[src/rtl/ascon_ct_fifo.sv]
// Output capture stage for the ASCON core: masks ciphertext blocks to their byte count,
// splits them into big-endian 32-bit words in a show-ahead FIFO, and holds the tag.
module ascon_ct_fifo #(
  parameter int DEPTH = 16
) (
  input  logic                     wb_clk_i,
  input  logic                     wb_rst_i,
  input  logic                     clear,
  input  logic [63:0]              CTblock,
  input  logic                     CTv,
  input  logic [3:0]               ct_bytes,
  input  logic [127:0]             Tag,
  input  logic                     Tv,
  output logic                     ct_ready,
  input  logic                     rd_en,
  output logic [31:0]              rd_data,
  output logic                     rd_valid,
  output logic [$clog2(DEPTH):0]   level,
  output logic                     overflow,
  output logic [15:0]              byte_count,
  input  logic [1:0]               tag_sel,
  output logic [31:0]              tag_word,
  output logic                     tag_valid
);

  localparam int AW = $clog2(DEPTH);
  localparam int LW = AW + 1;

  logic [31:0]    mem [DEPTH];
  logic [AW-1:0]  wptr;
  logic [AW-1:0]  rptr;
  logic [LW-1:0]  cnt;
  logic [LW-1:0]  free;
  logic [127:0]   tag_reg;
  logic [3:0]     n;
  logic [63:0]    kill_mask;
  logic [63:0]    masked;
  logic [1:0]     need;
  logic [1:0]     nwr;
  logic           accept;
  logic           reject;
  logic           pop;
  logic [16:0]    bc_sum;

  assign n = (ct_bytes > 4'd8) ? 4'd8 : ct_bytes;

  // Bytes at index >= n sit in the low bits; shifting an all-ones mask right by 8*n selects them.
  assign kill_mask = 64'hFFFF_FFFF_FFFF_FFFF >> {n, 3'b000};
  assign masked    = CTblock & ~kill_mask;

  always_comb begin
    need = 2'd0;
    if (n == 4'd0)       need = 2'd0;
    else if (n <= 4'd4)  need = 2'd1;
    else                 need = 2'd2;
  end

  // Free space is judged on registered level only; a same-cycle pop never makes room.
  assign free     = LW'(DEPTH) - cnt;
  assign accept   = CTv && (need != 2'd0) && (free >= LW'(need));
  assign reject   = CTv && (need != 2'd0) && !accept;
  assign nwr      = accept ? need : 2'd0;
  assign rd_valid = (cnt != '0);
  assign pop      = rd_en && rd_valid;
  assign ct_ready = (free >= LW'(2));
  assign level    = cnt;
  assign rd_data  = rd_valid ? mem[rptr] : 32'd0;
  assign bc_sum   = {1'b0, byte_count} + 17'(n);

  always_ff @(posedge wb_clk_i or posedge wb_rst_i) begin
    if (wb_rst_i) begin
      wptr       <= '0;
      rptr       <= '0;
      cnt        <= '0;
      overflow   <= 1'b0;
      byte_count <= 16'd0;
      tag_reg    <= 128'd0;
      tag_valid  <= 1'b0;
    end else if (clear) begin
      wptr       <= '0;
      rptr       <= '0;
      cnt        <= '0;
      overflow   <= 1'b0;
      byte_count <= 16'd0;
      tag_reg    <= 128'd0;
      tag_valid  <= 1'b0;
    end else begin
      if (accept) begin
        wptr       <= wptr + AW'(need);
        byte_count <= bc_sum[16] ? 16'hFFFF : bc_sum[15:0];
      end
      if (reject) overflow <= 1'b1;
      if (pop) rptr <= rptr + AW'(1);
      cnt <= cnt + LW'(nwr) - LW'(pop);
      if (Tv) begin
        tag_reg   <= Tag;
        tag_valid <= 1'b1;
      end
    end
  end

  always_ff @(posedge wb_clk_i) begin
    if (!wb_rst_i && !clear && accept) begin
      mem[wptr] <= masked[63:32];
      if (need == 2'd2) mem[wptr + AW'(1)] <= masked[31:0];
    end
  end

  always_comb begin
    tag_word = 32'd0;
    case (tag_sel)
      2'd0:    tag_word = tag_reg[127:96];
      2'd1:    tag_word = tag_reg[95:64];
      2'd2:    tag_word = tag_reg[63:32];
      default: tag_word = tag_reg[31:0];
    endcase
  end

endmodule

[config.mk]
export PLATFORM = sky130hd
export DESIGN_NAME = ascon_ct_fifo
export DESIGN_NICKNAME = d
export VERILOG_FILES = /design/src/rtl/ascon_ct_fifo.sv
export SDC_FILE = /design/constraint.sdc
export NUM_CORES = 1
export LEC_CHECK = 0
export BUFFER_PORTS_ARGS = -buffer_cell sky130_fd_sc_hd__buf_2
export CAP_MARGIN = 10
export CORE_MARGIN = 2
export CORE_UTILIZATION = 55
export CTS_CLUSTER_SIZE = 40
export DETAILED_ROUTE_END_ITERATION = 8
export GPL_TIMING_DRIVEN = 0
export PLACE_DENSITY = 0.81
export SLEW_MARGIN = 20
export SYNTH_ARGS = -nofsm -noshare
export SYNTH_HDL_FRONTEND = slang
export SYNTH_SLANG_ARGS = --single-unit
[constraint.sdc]
create_clock -name wb_clk_i -period 4.94 [get_ports wb_clk_i]
set_input_delay 0.494 -clock wb_clk_i [delete_from_list [all_inputs] [get_ports wb_clk_i]]
set_output_delay 0.494 -clock wb_clk_i [all_outputs]
set_load 0.05 [all_outputs]
# == Word level (Yosys, flattened, before mapping) ==
# Memory sizes are Yosys's and may differ from the RTL's.
# Index checks and enable logic that the tools add are counted.
# word_totals
ff_bits,159
ram_bits,512
input_bits,204
out_inout_bits,89
wordCells,67
memories,1
# op_classes
add_sub_neg,7
n_lt_le_gt_ge,4
eq_ne,3
shift,1
mux,25
n_bitwise,2
reduce_logical,17
# mem_list
memory,depth,width,rd,rd_ports_with_merged_regs,write_ports,line,source
mem,16,32,1,0,2,29,logic [31:0] mem [DEPTH];
# ops
op,count
$mux 128,2
$pmux 32 s3,1
$and 64x64->64,1
$not 64->64,1
$shr 64x7->64 const A,1
$mux 16,3
$mux 32,1
$mux 4,5
$add 16x4->17,1
$reduce_bool 2->1,5
$mux 1,9
$add 4x1->4 const B,2
$logic_and 1x1->1,6
$mux 2,3
$add 5x2->5,1
$ge 5x2->1,1
$ge 5x2->1 const B,1
$mux 5,1
$reduce_bool 5->1,1
$sub 5x1->5,1
$sub 5x5->5 const A,1
$add 4x2->4,1
$eq 2x2->1 const B,2
$gt 4x4->1 const B,1
5 further kinds,7

# == Logic depth before layout (Yosys ltp) ==
# Gate-level depths: netlist of run 1.
# depth
ltp_word,12
ltp_mapped,21

# == Worst setup path after synthesis of run 1 ==
# Ideal clock, no wire load.
# synth_path
path_kind,flip-flop to flip-flop
startpoint,register cnt[0] (netlist: level[0])
endpoint,"memory mem[1][0], enable pin"
setup_ns,0.513
arrival_time_ns,5.225
slack_ns,-0.799
stages_incl_launch_ff,8
path_buffers,0
path_cell_list,dfrtp_1 -> inv_1 -> ha_1 -> and2_1 -> ha_1 -> o211ai_2 -> nand3_1 -> nor4b_1
# synth_lines
item,line,source
from (decl),32,logic [LW-1:0] cnt;
from (signal assigned),94,cnt <= cnt + LW'(nwr) - LW'(pop);
to (decl),29,

# == Worst setup path in the final report of run 1 ==
# layout_path
startpoint,register rptr[1]
endpoint,output port rd_data[23]
# layout_between
elab_chain_cells,2
# layout_lines
item,line,source
from (decl),31,logic [AW-1:0] rptr;
from (signal assigned),93,if (pop) rptr <= rptr + AW'(1);
$mem_v2 16x32,n/a,
$mux 32,67,assign rd_data = rd_valid ? mem[rptr] : 32'd0;
to (decl),16,"output logic [31:0] rd_data,"
# No other way between the ends.

==> flow_summary.toml, run 1 <==
[placed_design]
gp_congestion = 0.893
io_buffers = 289
detailedPlace.worstSlack_ps = -276
dp_hpwl_mm = 71.3

[clocking]
cts_tree = "done"
clock-sinks = 671
ctsHtreeMaxLevel = 3
cts_buffers = 70
root_buffer = "clkbuf_16"
clockBufferDepth = 3
postCtsResizedCells = 0
clk_pin_slew_ps = 60
post_cts.repair.setup_buffers = 0
clock_latency_ps = 610

[global_routing]
grtUsageTotal = 0.329
grt_pass1_wl_mm = 152
grt_overflow = 0
grt_max_degree = 101
grt_pass1_vias = 23600
antenna_found_initial = 16

[logic_synthesis]
synth-edff-count = 512
ys_warn_count = 0
synth.avg_cell_area_um2 = 15.4
ys_seq_elements = 671
synth.distinct_cells = 59
syn_area_um2 = 33900
synth_seq_area_share = 0.571
synth_ff_type = "edfxtp_1"
netlist_instances = 2202
synth_fp_nets = 2428
postSynth.asyncResetShare = 0.237

[setup_path]
critPathArrivalTime_ps = 3830
reg2reg_to = "level[4]$_DFF_PP0_"
path_max_fanout = 10
rrSetupSlack_ps = 810
reg2reg_from = "level[0]$_DFF_PP0_"
critPathKind = "reg -> out"
worstPathRequired_ps = 4450
cp-end-kind = "output port"
startpoint_type = "flop"
reg2reg_depth = 19

[floorplan]
fp.dieArea_um2 = 63600
rows = 91
die_x_um = 252
initial_core_util = 0.552
io_pins = 293
core-area_um2 = 61400
die_h_um = 252

[timing]
fin_crit_ps = 4330
fin_crit_sh = 0.876
tightest_slew_ps = 1190
slew_violations = 0
skew_ps = 24.3
rsz0062_at_grt = "false"
finalSetupViolations = 0
hold_violations = 0
whs_ps = 122
fmax_mhz = 231
fin_tns_setup_ps = 0
slew-limit-headroom = 0.207
worst_slack_ps = 614

[pwr]
pwr-share-seq = 0.396
comb_power_share = 0.274
swShare = 0.318
power_per_cell_area_nw_per_um2 = 407
power_leakage_nw = 15.3
clkPwrFrac = 0.330
switching_power_mw = 5.11
vdd_drop_max_mv = 0.338
fin_total_pwr_mw = 16.1
internal_power_mw = 11.0

[min_path]
hp-start = "Tag[127]"
hold_end = "tag_reg[127]$_DFFE_PP0P_"
whs_path_depth = 3
hold_path.class = "in -> reg"

[run_status]
status = "completed"

[job]
maxCapViolations = 0

[route]
dr.pass1.iters = 6
first_iter_violations = 2980
drtAntennaViolNets = 0
wl_per_cell_um = 29.8
num_vias = 23000
drc = 0
viasPerCell = 6.59
drt-total-wl_mm = 104

[final_layout]
largest_reg_flops = 512
fill_cells = 4241
drive_gt1_frac = 0.337
multi_input_comb_area_um2 = 13600
final_common_cell = "mux2i_1"
final_nets = 2868
regArea_um2 = 19400
synthToLayoutAreaGrowth_pct = 16.5
final_cell_mix = "mux2i_1, edfxtp_1, buf_2"
==> critical path, stage by stage (launching register included) <==
cell      delay [ps]
dfrtp_1          500
clkbuf_1         420
clkbuf_1         880
mux4_2           450
mux4_2           490
and2_1           240
buf_2            240
==> cell type report <==
type,count,share of cell area
diodes,11,0.000697
flip-flops and latches,671,0.490
plain buffers,212,0.0236
clock buffers,95,0.0494
inverters,23,0.00238
repair buffers,369,0.0559
clock inverters,26,0.00773
multi-input cells,1295,0.345
well taps,790,0.0250
==> worst max path at each step <==
| stage | from | to | slack (ps) | cells after the start |
|---|---|---|---|---|
| after floorplan | level[0]$_DFF_PP0_ | mem[5][0]$_DFFE_PP_ | -790 | 8 |
| after global placement | ct_bytes[3] | mem[7][9]$_DFFE_PP_ | -6300 | 11 |
| after detailed placement | ct_bytes[3] | level[4]$_DFF_PP0_ | -280 | 22 |
| after CTS | ct_bytes[3] | level[4]$_DFF_PP0_ | 360 | 22 |
| after global routing | level[0]$_DFF_PP0_ | level[4]$_DFF_PP0_ | 530 | 19 |
| final | rptr[1]$_DFFE_PP0P_ | rd_data[23] | 610 | 6 |
==> power groups by stage <==
| stage | clock [mW] | combinational [mW] | sequential, mW |
|---|---|---|---|
| 2_1_floorplan | 0 | 3.01 | 6.56 |
| 3_3_place_gp | 0 | 4.21 | 6.49 |
| 3_5_place_dp | 0 | 4.36 | 6.48 |
| 4_1_cts | 5.31 | 4.38 | 6.37 |
| 5_1_grt | 5.52 | 4.63 | 6.39 |
| 6_report | 5.31 | 4.41 | 6.37 |
==> metal layers <==
metal  routed length [um]  vias to the layer above  share of wire  GRT usage
li1                     -                     9378              -          -
met1                37000                    11600           0.36      0.426
met2                49200                     1650           0.47      0.521
met3                12200                      387           0.12     0.0821
met4                 5690                        2          0.055      0.166
met5                   13                        -        0.00012          0
==> cells in the mapped netlist, types with 5 or more instances <==
cell type,number,area [um2]
mux2_2,130,1460
mux4_2,192,4320
edfxtp_1,512,15400
nor3_2,11,110
and4_1,5,43.8
nor4_1,9,56.3
buf_4,7,52.6
mux2i_1,513,5130
inv_1,23,86.3
buf_2,57,285
o21ai_0,6,30.0
ha_1,19,238
clkbuf_1,120,450
a311oi_1,8,70.1
nand4_1,8,50.1
nor2b_1,8,50.1
nand2b_1,7,43.8
nor2_1,154,578
and2_1,37,231
dfrtp_1,159,3980
nand3_1,13,65.1
buf_1,25,93.8
nor3_1,13,65.1
and2_0,8,50.1
and3_1,6,37.5
xor2_1,6,52.6
nand2_1,67,251
a21oi_1,21,105
==> stage by stage <==
stage | std cells | instance area [um2] | util
detailed placement | 3360 | 37200 | 0.606
finish | 3492 | 39500 | 0.644
CTS | 3482 | 39500 | 0.643
global route | 3492 | 39500 | 0.644
global placement | 3281 | 36300 | 0.592
floorplan | 2202 | 33900 | -
==> cells by family (layout without fill, tap and decap cells) <==
group                      after synthesis  count (layout)  share of synthesized area
AOI/OAI and AO/OA                       66              66                     0.0137
other                                    0              11                          0
DFF                                    671             671                      0.571
and+or+nand+nor                        364             364                     0.0526
muxes                                  835             835                      0.322
adders and majority gates               22              22                    0.00878
xor gates and xnor gates                 8               8                    0.00207
buffers and inverters                  236             725                     0.0299
==> what timing repair did <==
action                     4_1_cts  5_1_grt
setup endpoints to repair        0        1
hold endpoints to repair        59        0
hold buffers                     1        0
Power figures use the tool's default switching activity.
==> inputs of run 2 (changes only) <==
--- a/config.mk
+++ b/config.mk
@@ -13,6 +13,7 @@
 export DETAILED_ROUTE_END_ITERATION = 8
 export GPL_TIMING_DRIVEN = 0
 export PLACE_DENSITY = 0.81
+export SKIP_CTS_REPAIR_TIMING = 1
 export SLEW_MARGIN = 20
 export SYNTH_ARGS = -nofsm -noshare
 export SYNTH_HDL_FRONTEND = slang
==> constraint.sdc (replaced) <==
create_clock -name wb_clk_i -period 4.94 [get_ports wb_clk_i]
set_input_delay 0.988 -clock wb_clk_i [delete_from_list [all_inputs] [get_ports wb_clk_i]]
set_output_delay 0.988 -clock wb_clk_i [all_outputs]
set_load 0.05 [all_outputs]
==> flow_summary.toml, run 2 (synthesis results as in run 1) <==
[setup_path]
cp_slowest_cell = "nor4_2"
startpoint_type = "input pin"
worstPathRequired_ps = 5230
critPathArrivalTime_ps = 5100
critPathKind = "in -> reg"
cpMostUsedCell = "buf_2"
max_stage_delay_ps = 910
path_max_fanout = 10
cp-end-kind = "flop"
path_cells = "buf_2, buf_6, clkbuf_2, nor3_2, ha_1, nand2b_1, a21oi_1, o211ai_2, nand3_1, clkbuf_1, nor4_2, buf_2, buf_2, buf_2"

[clocking]
cts_tree = "done"
ctsHtreeMaxLevel = 3
clock_latency_ps = 610
clk_pin_slew_ps = 60
clock-sinks = 671
root_buffer = "clkbuf_16"
clockBufferDepth = 3
cts_buffers = 70

[pwr]
power_per_cell_area_nw_per_um2 = 409
power_leakage_nw = 15.3
fin_total_pwr_mw = 16.2
vdd_drop_max_mv = 0.256

[timing]
fin_tns_setup_ps = 0
finalSetupViolations = 0
slew-limit-headroom = 0.237
tightest_slew_ps = 1150
rsz0062_at_grt = "false"
fmax_mhz = 208
fin_crit_sh = 0.974
worst_slack_ps = 129
hold_violations = 0
skew_ps = 31.1
slew_violations = 0
fin_crit_ps = 4810

[placed_design]
io_buffers = 289
detailedPlace.worstSlack_ps = -710
gp_congestion = 0.899
dp_hpwl_mm = 71.9

[route]
dr.pass1.iters = 8
first_iter_violations = 3136
drc = 0
num_vias = 23300
wl_per_cell_um = 29.9
viasPerCell = 6.64
drt-total-wl_mm = 105
drtAntennaViolNets = 0

[final_layout]
drive_gt1_frac = 0.337
final_util = 0.647
fill_cells = 4251
regArea_um2 = 19400
multi_input_comb_area_um2 = 13700
final_cell_mix = "mux2i_1, edfxtp_1, buf_2"
final_common_cell = "mux2i_1"
final_nets = 2869
synthToLayoutAreaGrowth_pct = 17.0
largest_reg_flops = 512

[global_routing]
grtUsageTotal = 0.332
antenna_found_initial = 23
grt_pass1_wl_mm = 154
grt_pass1_vias = 24000
grt_overflow = 0
grt_max_degree = 34

[min_path]
hold_path.class = "in -> async"

[floorplan]
fp.dieArea_um2 = 63600
die_h_um = 252
initial_core_util = 0.552
die_x_um = 252
rows = 91
core-area_um2 = 61400
io_pins = 293

[job]
maxCapViolations = 0

[run_status]
status = "completed"
==> run 2: critical path, delay by kind of cell <==
family | cells | cell delay (ps)
buffers and inverters | 7 | 1840
AOI/OAI and AO/OA | 2 | 380
and+or+nand+nor | 4 | 1700
adders and majority gates | 1 | 170
==> run 2: report_power, final <==
part           switching (mW)  leakage, nW  internal [mW]
clock network            2.24         1.14           3.19
registers               0.103         6.75           6.28
logic                    2.81         7.44           1.63
total                    5.15         15.3           11.1
==> run 2: worst paths after layout <==
check,from,endpoint,slack (ps),depth (start not counted)
max reg2reg,level[0]$_DFF_PP0_,mem[5][14]$_DFFE_PP_,700,11
min,wb_rst_i,byte_count[1]$_DFFE_PP0P_,400,2
max in group asynchronous,wb_rst_i,tag_reg[97]$_DFFE_PP0P_,3620,5
min reg2reg,tag_valid$_DFFE_PP0P_,tag_valid$_DFFE_PP0P_,500,2
min in group wb_clk_i,tag_valid$_DFFE_PP0P_,tag_valid$_DFFE_PP0P_,500,2
max,ct_bytes[3],mem[5][14]$_DFFE_PP_,130,14
==> run 2: per-stage QoR <==
stage	hold slack, ps	instance area, um2	std cells
floorplan	481	33900	2202
global placement	478	36400	3281
detailed placement	483	37300	3361
CTS	383	39600	3491
global route	426	39700	3509
finish	401	39700	3512
==> run 2: metal layers <==
layer	up-vias	share of wire	global-route usage
li1	9414	-	-
met3	414	0.12	0.0792
met2	1751	0.47	0.520
met4	6	0.060	0.185
met1	11700	0.35	0.431
met5	-	0.00029	0
==> run 2: layout make-up <==
class / count / share of cell area
antenna: 21 / 0.00132
buffer: 213 / 0.0236
clock buffer: 97 / 0.0499
clock inverter: 33 / 0.00914
inverter: 23 / 0.00227
multi-input combinational: 1295 / 0.344
sequential: 671 / 0.488
tap: 790 / 0.0249
timing repair buffer: 369 / 0.0569
